==> config.mk <==
export PLATFORM = sky130hd
export DESIGN_NAME = mesh_access_port_flat
export DESIGN_NICKNAME = d
export VERILOG_FILES = /design/src/rtl/mesh_access_port_pkg.sv /design/src/rtl/mesh_access_port_if.sv /design/src/rtl/map_req_fifo.sv /design/src/rtl/mesh_access_port.sv /design/src/flat_wrapper.sv
export SDC_FILE = /design/constraint.sdc
export NUM_CORES = 1
export LEC_CHECK = 0
export BUFFER_PORTS_ARGS = -buffer_cell sky130_fd_sc_hd__buf_4
export CORE_ASPECT_RATIO = 0.6
export CORE_MARGIN = 8
export CORE_UTILIZATION = 25
export DETAILED_ROUTE_END_ITERATION = 12
export RECOVER_POWER = 50
export REMOVE_ABC_BUFFERS = 1
export SYNTH_ARGS = -nofsm -noshare
export SYNTH_HDL_FRONTEND = slang
export SYNTH_SLANG_ARGS = --single-unit
==> constraint.sdc <==
create_clock -name clk -period 3.2 [get_ports clk]
set_input_delay 0.16 -clock clk [delete_from_list [all_inputs] [get_ports clk]]
set_output_delay 0.16 -clock clk [all_outputs]
set_load 0.01 [all_outputs]
==> src/rtl/mesh_access_port_pkg.sv <==
// mesh_access_port_pkg: shared flit widths, request entry layout and FSM states for the mesh access port
//   NET_AW / BANK_AW / DW   router address, bank word address and data widths
//   AW                      global address width {router, bank word}
//   fsmState_t              IDLE=0, ISSUE=1, WAIT=2
//   reqEntry_t              queued request {write, addr, wdata}
//   isReply()               reply flit encoding
package mesh_access_port_pkg;
   localparam int NET_AW  = 4;
   localparam int BANK_AW = 8;
   localparam int DW      = 16;
   localparam int AW      = NET_AW + BANK_AW;
   typedef enum logic [1:0] {IDLE = 2'd0, ISSUE = 2'd1, WAIT = 2'd2} fsmState_t;
   typedef struct packed {
      logic          write;
      logic [AW-1:0] addr;
      logic [DW-1:0] wdata;
   } reqEntry_t;
   // A read reply travels as the READ&WRITE combination, which no request ever uses
   function automatic logic isReply(input logic rd, input logic wr);
      return rd && wr;
   endfunction
endpackage

==> src/rtl/mesh_access_port_if.sv <==
// mesh_access_port_if: core request/response channel plus the Node-facing flit In_/Out_ groups
//   req_*    valid/ready request channel (core -> port)
//   resp_*   one-cycle response pulse with held read data (port -> core)
//   busy     work pending in the port
//   *Out     flit driven into the Node In_ group; *In flit taken from the Node Out_ group
//   slave    modport used by the access port, master modport used by the core side
interface mesh_access_port_if;
   import mesh_access_port_pkg::*;
   logic              req_valid;
   logic              req_ready;
   logic              req_write;
   logic [AW-1:0]     req_addr;
   logic [DW-1:0]     req_wdata;
   logic              resp_valid;
   logic [DW-1:0]     resp_rdata;
   logic              resp_error;
   logic              busy;
   logic [AW-1:0]     destinationAddressOut;
   logic [NET_AW-1:0] requesterAddressOut;
   logic              readOut;
   logic              writeOut;
   logic [DW-1:0]     dataOut;
   logic [AW-1:0]     destinationAddressIn;
   logic [NET_AW-1:0] requesterAddressIn;
   logic              readIn;
   logic              writeIn;
   logic [DW-1:0]     dataIn;
   modport slave (
      input  req_valid, req_write, req_addr, req_wdata,
      input  destinationAddressIn, requesterAddressIn, readIn, writeIn, dataIn,
      output req_ready, resp_valid, resp_rdata, resp_error, busy,
      output destinationAddressOut, requesterAddressOut, readOut, writeOut, dataOut
   );
   modport master (
      output req_valid, req_write, req_addr, req_wdata,
      output destinationAddressIn, requesterAddressIn, readIn, writeIn, dataIn,
      input  req_ready, resp_valid, resp_rdata, resp_error, busy,
      input  destinationAddressOut, requesterAddressOut, readOut, writeOut, dataOut
   );
endinterface

==> src/rtl/map_req_fifo.sv <==
// map_req_fifo: synchronous request queue with full/empty flags and a registered pop output
//   clk, reset     clock, synchronous active-high reset (flushes the queue)
//   push/pushData  enqueue; accepted when not full, or when full and popping in the same cycle
//   pop/popData    dequeue; popData loads on pop and holds until the next pop
//   full, empty    occupancy flags
module map_req_fifo
   import mesh_access_port_pkg::*;
#(
   parameter int DEPTH = 2
) (
   input  logic      clk,
   input  logic      reset,
   input  logic      push,
   input  reqEntry_t pushData,
   input  logic      pop,
   output reqEntry_t popData,
   output logic      full,
   output logic      empty
);
   localparam int PW = $clog2(DEPTH);
   reqEntry_t       mem [DEPTH];
   logic [PW-1:0]   wrPtr, rdPtr;
   logic [PW:0]     count;
   logic            wrEn, rdEn;
   assign full  = count == (PW+1)'(DEPTH);
   assign empty = count == '0;
   assign wrEn  = push && (!full || pop);
   assign rdEn  = pop && !empty;
   always_ff @(posedge clk) begin
      if (reset) begin
         wrPtr   <= '0;
         rdPtr   <= '0;
         count   <= '0;
         popData <= '0;
      end else begin
         if (wrEn) mem[wrPtr] <= pushData;
         wrPtr   <= wrEn ? wrPtr + 1'b1 : wrPtr;
         rdPtr   <= rdEn ? rdPtr + 1'b1 : rdPtr;
         popData <= rdEn ? mem[rdPtr] : popData;
         count   <= count + (PW+1)'(wrEn) - (PW+1)'(rdEn);
      end
   end
endmodule

==> src/rtl/mesh_access_port.sv <==
// mesh_access_port: turns core load/store requests into single-flit mesh packets and collects read replies
//   clk, reset           clock, synchronous active-high reset
//   localRouterAddress   this node's router address (requester field and reply match)
//   bus (slave)          request/response channel and the Node flit In_/Out_ groups
module mesh_access_port
   import mesh_access_port_pkg::*;
#(
   parameter int FIFO_DEPTH     = 2,
   parameter int TIMEOUT_CYCLES = 255,
   parameter int MAX_RETRIES    = 3
) (
   input  logic              clk,
   input  logic              reset,
   input  logic [NET_AW-1:0] localRouterAddress,
   mesh_access_port_if.slave bus
);
   localparam int TW = $clog2(TIMEOUT_CYCLES + 1);
   localparam int RW = $clog2(MAX_RETRIES + 1);
   localparam logic [TW-1:0] T_LAST = TW'(TIMEOUT_CYCLES - 1);
   localparam logic [RW-1:0] R_MAX  = RW'(MAX_RETRIES);
   fsmState_t     state, nextState;
   reqEntry_t     head;
   logic          full, empty, pop, inWait, issuing, reply, timeout, giveUp;
   logic          respValid, respError, unusedIn;
   logic [DW-1:0] respRdata;
   logic [TW-1:0] waitCnt;
   logic [RW-1:0] retryCnt;
   // The queue's registered output doubles as the held request for reissues:
   // it only changes on a pop, and pops happen only in IDLE.
   map_req_fifo #(.DEPTH(FIFO_DEPTH)) reqFifo (
      .clk(clk),
      .reset(reset),
      .push(bus.req_valid && !full),
      .pushData({bus.req_write, bus.req_addr, bus.req_wdata}),
      .pop(pop),
      .popData(head),
      .full(full),
      .empty(empty)
   );
   assign inWait  = state == WAIT;
   assign issuing = state == ISSUE;
   assign reply   = isReply(bus.readIn, bus.writeIn) &&
                    bus.destinationAddressIn[AW-1:BANK_AW] == localRouterAddress;
   assign timeout = waitCnt == T_LAST;
   // A reply landing on the timeout cycle wins over giving up
   assign giveUp  = timeout && !reply && retryCnt == R_MAX;
   assign unusedIn = ^{bus.requesterAddressIn, bus.destinationAddressIn[BANK_AW-1:0]};
   always_comb begin
      nextState = state;
      pop       = 1'b0;
      unique case (state)
         IDLE: begin
            pop       = !empty;
            nextState = empty ? IDLE : ISSUE;
         end
         ISSUE:   nextState = head.write ? IDLE : WAIT;
         WAIT:    nextState = (reply || giveUp) ? IDLE : timeout ? ISSUE : WAIT;
         default: nextState = IDLE;
      endcase
   end
   always_ff @(posedge clk) begin
      if (reset) begin
         state     <= IDLE;
         waitCnt   <= '0;
         retryCnt  <= '0;
         respValid <= 1'b0;
         respError <= 1'b0;
         respRdata <= '0;
      end else begin
         state     <= nextState;
         waitCnt   <= !inWait ? '0 : timeout ? waitCnt : waitCnt + 1'b1;
         retryCnt  <= !inWait ? retryCnt : (reply || giveUp) ? '0 :
                      (timeout && retryCnt != R_MAX) ? retryCnt + 1'b1 : retryCnt;
         respValid <= inWait && (reply || giveUp);
         respError <= inWait && giveUp;
         respRdata <= inWait && reply ? bus.dataIn : inWait && giveUp ? '0 : respRdata;
      end
   end
   assign bus.req_ready             = !full;
   assign bus.busy                  = !empty || state != IDLE;
   assign bus.resp_valid            = respValid;
   assign bus.resp_error            = respError;
   assign bus.resp_rdata            = respRdata;
   assign bus.destinationAddressOut = issuing ? head.addr : '0;
   assign bus.requesterAddressOut   = issuing ? localRouterAddress : '0;
   assign bus.readOut               = issuing && !head.write;
   assign bus.writeOut              = issuing && head.write;
   assign bus.dataOut               = issuing && head.write ? head.wdata : '0;
endmodule

==> src/flat_wrapper.sv <==
// flat-port wrapper written by rule: the top's interface ports become plain ports
module mesh_access_port_flat import mesh_access_port_pkg::*;
#(
   parameter int FIFO_DEPTH     = 2,
   parameter int TIMEOUT_CYCLES = 255,
   parameter int MAX_RETRIES    = 3
)
  (clk, reset, localRouterAddress, bus_req_valid, bus_req_write, bus_req_addr, bus_req_wdata, bus_destinationAddressIn, bus_requesterAddressIn, bus_readIn, bus_writeIn, bus_dataIn, bus_req_ready, bus_resp_valid, bus_resp_rdata, bus_resp_error, bus_busy, bus_destinationAddressOut, bus_requesterAddressOut, bus_readOut, bus_writeOut, bus_dataOut);
  mesh_access_port_if bus_i ();
  input  logic clk;
  input  logic reset;
  input  logic [NET_AW-1:0] localRouterAddress;
  input wire logic [$bits(bus_i.req_valid)-1:0] bus_req_valid;
  input wire logic [$bits(bus_i.req_write)-1:0] bus_req_write;
  input wire logic [$bits(bus_i.req_addr)-1:0] bus_req_addr;
  input wire logic [$bits(bus_i.req_wdata)-1:0] bus_req_wdata;
  input wire logic [$bits(bus_i.destinationAddressIn)-1:0] bus_destinationAddressIn;
  input wire logic [$bits(bus_i.requesterAddressIn)-1:0] bus_requesterAddressIn;
  input wire logic [$bits(bus_i.readIn)-1:0] bus_readIn;
  input wire logic [$bits(bus_i.writeIn)-1:0] bus_writeIn;
  input wire logic [$bits(bus_i.dataIn)-1:0] bus_dataIn;
  output wire logic [$bits(bus_i.req_ready)-1:0] bus_req_ready;
  output wire logic [$bits(bus_i.resp_valid)-1:0] bus_resp_valid;
  output wire logic [$bits(bus_i.resp_rdata)-1:0] bus_resp_rdata;
  output wire logic [$bits(bus_i.resp_error)-1:0] bus_resp_error;
  output wire logic [$bits(bus_i.busy)-1:0] bus_busy;
  output wire logic [$bits(bus_i.destinationAddressOut)-1:0] bus_destinationAddressOut;
  output wire logic [$bits(bus_i.requesterAddressOut)-1:0] bus_requesterAddressOut;
  output wire logic [$bits(bus_i.readOut)-1:0] bus_readOut;
  output wire logic [$bits(bus_i.writeOut)-1:0] bus_writeOut;
  output wire logic [$bits(bus_i.dataOut)-1:0] bus_dataOut;
  assign bus_i.req_valid = bus_req_valid;
  assign bus_i.req_write = bus_req_write;
  assign bus_i.req_addr = bus_req_addr;
  assign bus_i.req_wdata = bus_req_wdata;
  assign bus_i.destinationAddressIn = bus_destinationAddressIn;
  assign bus_i.requesterAddressIn = bus_requesterAddressIn;
  assign bus_i.readIn = bus_readIn;
  assign bus_i.writeIn = bus_writeIn;
  assign bus_i.dataIn = bus_dataIn;
  assign bus_req_ready = bus_i.req_ready;
  assign bus_resp_valid = bus_i.resp_valid;
  assign bus_resp_rdata = bus_i.resp_rdata;
  assign bus_resp_error = bus_i.resp_error;
  assign bus_busy = bus_i.busy;
  assign bus_destinationAddressOut = bus_i.destinationAddressOut;
  assign bus_requesterAddressOut = bus_i.requesterAddressOut;
  assign bus_readOut = bus_i.readOut;
  assign bus_writeOut = bus_i.writeOut;
  assign bus_dataOut = bus_i.dataOut;
  mesh_access_port #(.FIFO_DEPTH(FIFO_DEPTH), .TIMEOUT_CYCLES(TIMEOUT_CYCLES), .MAX_RETRIES(MAX_RETRIES)) u_core (.clk(clk), .reset(reset), .localRouterAddress(localRouterAddress), .bus(bus_i));
endmodule
==> metrics.md, run 1 <==
| Metric | Value |
|---|---|
| Die ar. | 25100 um2 |
| GRT Total Usage | 0.112 |
| CP required | 3.04 ns |
| Worst-margin pin slew | 1.24 ns |
| Drt drc | 0 |
| Placement Cell Area | 6100 um2 |
| Worst-path clk slew | 0.06 ns |
| Worst Reg-to-Reg Cells | 5 |
| Hold Crit Class | in2reg |
| Clock buffer depth | 2 |
| DP HPWL | 8950 um |
| Die H | 126 um |
| CTS tree | built |
| Final Util | 0.354 |
| Syn_area_per_cell | 11.9 um2 |
| Setup Skew | 0.00753 ns |
| Critical Path AT | 2.04 ns |
| Initial antenna violation count | 1 |
| Maxcap violations | 0 |
| P_leak | 2.77 nW |
| Syn. warnings | 0 |
| Area of the core | 19900 um2 |
| WL/cell | 16.1 um |
| Setup violators final | 0 |
| Startpoint types | flip-flop |
| Max H-tree Level | 4 |
| Cell Pwr Density | 748 nW/um2 |
| Setup bufs post-CTS | 0 |
| Share of the synthesized area in the top cell type | 0.346 |
| Final Slew Violations | 0 |
| IO Port Bufs | 111 |
| Post-layout nets | 644 |
| Placed cells | 778 |
| Synth Cell Area | 5030 um2 |
| Post-CTS Hold Buffers | 45 |
| First drt pass iteration count | 5 |
| Final worst path period share | 0.687 |
| Global route overflow | 0 |
| Cells after Synth | 423 |
| Diode count | 0 |
| Hold Path Stages | 2 |
| Final period demand of the worst path | 2.20 ns |
| Hold Fails Final Rpt | 0 |
| Most common cell after layout, fill and taps aside | buf_4 |
| Worst Setup Slack, final | 1.00 ns |
| # resized after CTS | 0 |
| Vias in the first global route | 4130 |
| Count of cell types in the netlist | 42 |
| Highest clock rate | 455 MHz |
| Post-synth EDFFs | 58 |
| Layout Cells excl Fill | 855 |
| Die span in x | 199 um |
| Status | finished, final reports clean |
| Worst Hold Slack | 0.223 ns |
| Commonest non-fill, non-tap cells in the layout | buf_4, dfxtp_1, edfxtp_1, dlygate4sd3_1, nor2_1 |
| Largest net degree at the start of global routing | 61 |
| Initial Util | 0.253 |
| Worst skew pair latency | 0.41 ns |
| Yosys top cell by area | edfxtp_1 |
| Setup CP Type | reg2out |
| RSZ-0062 raised after global routing | no |
| Worst rel slew slack | 0.171 |
| Top post-synthesis cells by area | edfxtp_1, dfxtp_1, mux2i_1 |
| CTS sink cnt | 121 |
| Dpl ws | 1.26 ns |
| Main synth FF type | dfxtp_1 |
| Setup crit end kind | output port |
| Post-DRT Antenna Nets | 0 |
| Yosys reg bits | 121 |
| Vias | 3934 |
| Worst vdd ir | 0.380 mV |
| DRT iter0 DRCs | 204 |
| Vias per cell | 4.60 |
| Routability Congestion | 0.708 |
| Global-route wire length before repair | 22100 um |
| Syn-to-layout area delta | 39.9% |
| Ports | 124 |
| Cts bufs inserted | 17 |
| Async S/R FF share, synth | 0 |
| Row Count | 40 |
| Seq/Total Area, Yosys | 0.597 |
| CP Max Fanout | 14 |
| Total Routed Length | 13700 um |
| Fraction of layout cells with a size suffix above 1 | 0.222 |
| Fin area | 7040 um2 |
| CTS root buf | clkbuf_16 |
layer usage:
layer  GRT usage  part of all wire
met5           0                 0
met4      0.0404             0.014
met3      0.0351             0.061
met2       0.177              0.47
met1       0.140              0.46
path summary, 6_finish.rpt:
check	startpoint	to	slack, ns
min	reset	u_core.reqFifo.rdPtr	0.22
max reg2reg	u_core.reqFifo.count[1]	u_core.reqFifo.popData[7]	1.21
max	u_core.state[0]	bus_dataOut[9]	1.00
min reg2reg	u_core.bus.resp_rdata[15]	u_core.bus.resp_rdata[15]	0.48
flip-flops by register name (all words and copies together), names as in the netlist, 2 cells and up:
register / count
u_core.reqFifo.popData: 29
u_core.waitCnt: 8
u_core.reqFifo.count: 2
u_core.state: 2
u_core.retryCnt: 2
u_core.reqFifo.mem: 58
u_core.bus.resp_rdata: 16
critical path: stages (launching register included):
cell     delay (ns)
dfxtp_1        0.44
and2b_1        0.56
buf_4          0.29
and3_1         0.20
buf_4          0.13
power breakdown:
group          internal, W  total [W]  switching (W)
Clock              0.00124    0.00200       0.000754
Sequential         0.00190    0.00216       0.000257
Combinational     0.000504    0.00111       0.000603
Total              0.00365    0.00526        0.00161
per-stage QoR:
step / total power, W / TNS [ns]
after floorplan: 0.00283 / -2.20
after global placement: 0.00326 / 0
after detailed placement: 0.00330 / 0
after CTS: 0.00536 / 0
after global routing: 0.00557 / 0
final: 0.00526 / 0
cell families (layout without fill, tap and decap cells):
| family | count (synthesis) | count (layout) | share of synthesized area |
|---|---|---|---|
| AND/OR/NAND/NOR | 134 | 134 | 0.144 |
| flip-flops | 121 | 121 | 0.597 |
| AO/OA/AOI/OAI | 83 | 83 | 0.132 |
| buffers and inverters | 38 | 197 | 0.0346 |
| multiplexers | 29 | 29 | 0.0577 |
| XOR/XNOR | 13 | 13 | 0.0226 |
| adder cells (fa/ha/maj) | 5 | 5 | 0.0124 |
cell type report:
class | instances | area (um2)
inverter | 4 | 15.0
sequential | 121 | 3000
tap | 273 | 342
multi-input combinational | 264 | 1850
fill | 1992 | 12800
clock inverter | 15 | 189
clock buffer | 17 | 425
timing repair buffer | 161 | 1210
cells in the mapped netlist (5+ instances only):
cell type	number
dfxtp_1	63
edfxtp_1	58
nor2_1	37
and3_1	35
a211oi_1	31
mux2i_1	29
nand2_1	22
and2_1	17
clkbuf_1	17
o2111ai_1	17
a41oi_1	16
buf_2	12
xnor2_1	9
a21oi_1	8
ha_1	5
(Power assumes the default switching activity.)
==> run 2: changes to the inputs <==
- clock period: 3.2 -> 2.2 ns (I/O delays scaled with it)
==> run 2 against run 1 <==
Register-to-register slack got worse by 0.96 ns. Sequential share of layout area decreased by 0.42 points. Sequential power increased by 39%. Critical path depth unchanged. Setup slack got worse by 0.80 ns. Hold slack got worse by 0.078 ns. Critical path type unchanged. First-iteration DRC count increased by 11%. Die area unchanged. Final cell count increased by 0.94%. Non-clock buffer count increased by 7.
==> metrics.md, run 2 (synthesized netlist as in run 1, its figures left out) <==
| Metric | Value |
|---|---|
| # resized after CTS | 0 |
| Most frequent CP cell | buf_4 |
| Setup CP Type | reg2out |
| DRT iter0 DRCs | 227 |
| Worst rel slew slack | 0.378 |
| Clock power share | 0.373 |
| Die H | 126 um |
| Vias | 4003 |
| Post-DRT Antenna Nets | 0 |
| Final Slew Violations | 0 |
| Cell Pwr Density | 1080 nW/um2 |
| Worst-margin pin slew | 0.934 ns |
| Sequential Power Share | 0.392 |
| P_leak | 2.80 nW |
| Routability Congestion | 0.711 |
| Global route overflow | 0 |
| Status | finished, final reports clean |
| Switching pwr | 0.00231 W |
| Highest clock rate | 501 MHz |
| CP Max Fanout | 30 |
| Final worst path period share | 0.907 |
| Die ar. | 25100 um2 |
| Total area of sequential cells | 3000 um2 |
| Critical Path AT | 1.88 ns |
| Sw Ratio | 0.302 |
| Final period demand of the worst path | 1.99 ns |
| Worst skew pair latency | 0.41 ns |
| RSZ-0062 raised after global routing | no |
| Post-layout nets | 651 |
| Most flops, register | u_core.reqFifo.mem |
| Row Count | 40 |
| CTS tree | built |
| Max reg flops | 58 |
| Drt drc | 0 |
| Gate power share | 0.235 |
| First drt pass iteration count | 7 |
| Final TNS setup | 0 ns |
| Global-route wire length before repair | 22200 um |
| CTS sink cnt | 121 |
| Largest net degree at the start of global routing | 61 |
| Total Routed Length | 13900 um |
| Initial Util | 0.253 |
| Maxcap violations | 0 |
| Initial antenna violation count | 1 |
| Worst-path clk slew | 0.06 ns |
| IO Port Bufs | 111 |
| Dpl ws | 0.442 ns |
| Worst path max stage delay | 0.45 ns |
| CP required | 2.09 ns |
| Ports | 124 |
| Slowest CP cell | dfxtp_1 |
| Syn-to-layout area delta | 41.3% |
| Hold Fails Final Rpt | 0 |
| Final Util | 0.358 |
| Hold Crit Class | in2reg |
| Cts bufs inserted | 17 |
| Max H-tree Level | 4 |
| Critical Path, Cell by Cell | and2b_1 > buf_4 > and3_1 > buf_4 |
| DP HPWL | 9180 um |
| Fillers | 1977 |
| Setup Skew | 0.00873 ns |
| Setup crit end kind | output port |
| Vias per cell | 4.64 |
| WL/cell | 16.2 um |
| CTS root buf | clkbuf_16 |
| Startpoint types | flip-flop |
| Vias in the first global route | 4144 |
| Fraction of layout cells with a size suffix above 1 | 0.226 |
| GRT Total Usage | 0.112 |
| CP top delay family | simple AND/OR/NAND/NOR gates |
| Commonest non-fill, non-tap cells in the layout | buf_4, dfxtp_1, edfxtp_1, dlygate4sd3_1, nor2_1 |
| Worst Setup Slack, final | 0.205 ns |
| Most common cell after layout, fill and taps aside | buf_4 |
| Area occupied by multi-input gates | 1850 um2 |
| Internal power | 0.00535 W |
| Worst vdd ir | 0.518 mV |
| WP buf/inv | 2 |
| Setup violators final | 0 |
| Area of the core | 19900 um2 |
| Clock buffer depth | 2 |
| Die span in x | 199 um |
[run 2: cell count changes in the layout (fill, tap and decap cells not counted), sizes merged]
cell	before	now
diode	0	1
clkinvlp	1	3
clkbuf	68	70
clkinv	5	4
buf	65	71
dlygate4sd3	45	46
inv	10	7
[run 2: repair_timing]
action / CTS / global route
hold buffers: 46 / 0
hold endpoints to repair: 78 / 0
buffers inserted: 0 / 0
[run 2: stage by stage]
stage | total power, W | hold slack, ns | area [um2] | cells
2_1_floorplan | 0.00411 | 0.179 | 4870 | 389
3_3_place_gp | 0.00480 | 0.295 | 6180 | 784
3_5_place_dp | 0.00487 | 0.300 | 6180 | 784
4_1_cts | 0.00784 | 0.147 | 7250 | 862
5_1_grt | 0.00812 | 0.145 | 7100 | 862
6_report | 0.00766 | 0.145 | 7110 | 863
[run 2: cell type report]
type                            count  area share
Multi-Input combinational cell    264       0.261
Clock buffer                       19      0.0623
Sequential cell                   121       0.423
Tap cell                          273      0.0481
Clock inverter                     13      0.0238
Antenna cell                        1    0.000352
Inverter                            4     0.00211
Timing Repair Buffer              168       0.180
[run 2: worst reg2reg max path: stages (launching register included)]
cell and delay (ns):
dfxtp_1 0.36, nand2b_1 0.14, nand2_1 0.12, nor3b_1 0.20, clkbuf_2 0.74
[run 2: per-layer routing]
| layer | GRT usage | routed length, um | vias to the layer above | share of wire |
|---|---|---|---|---|
| met4 | 0.0339 | 149 | 0 | 0.011 |
| met5 | 0 | 0 | - | 0 |
| met3 | 0.0309 | 768 | 13 | 0.055 |
| li1 | - | - | 1908 | - |
| met2 | 0.178 | 6440 | 147 | 0.46 |
| met1 | 0.146 | 6590 | 1935 | 0.47 |
[run 2: power by group through the flow]
stage | clock network [W] | registers, W | logic (W)
finish | 0.00286 | 0.00300 | 0.00180
global route | 0.00304 | 0.00306 | 0.00202
CTS | 0.00295 | 0.00301 | 0.00189
detailed placement | 0 | 0.00305 | 0.00182
global placement | 0 | 0.00303 | 0.00177
floorplan | 0 | 0.00306 | 0.00105
[run 2: final timing paths]
kind	start	endpoint	slack, ns	cells after the start
setup / recovery	u_core.state[0]	bus_dataOut[7]	0.21	4
hold / removal	bus_req_valid	u_core.reqFifo.wrPtr	0.15	4
setup reg to reg	u_core.reqFifo.count[0]	u_core.reqFifo.mem[1][3]	0.25	4
hold reg to reg	u_core.bus.resp_rdata[15]	u_core.bus.resp_rdata[15]	0.48	2
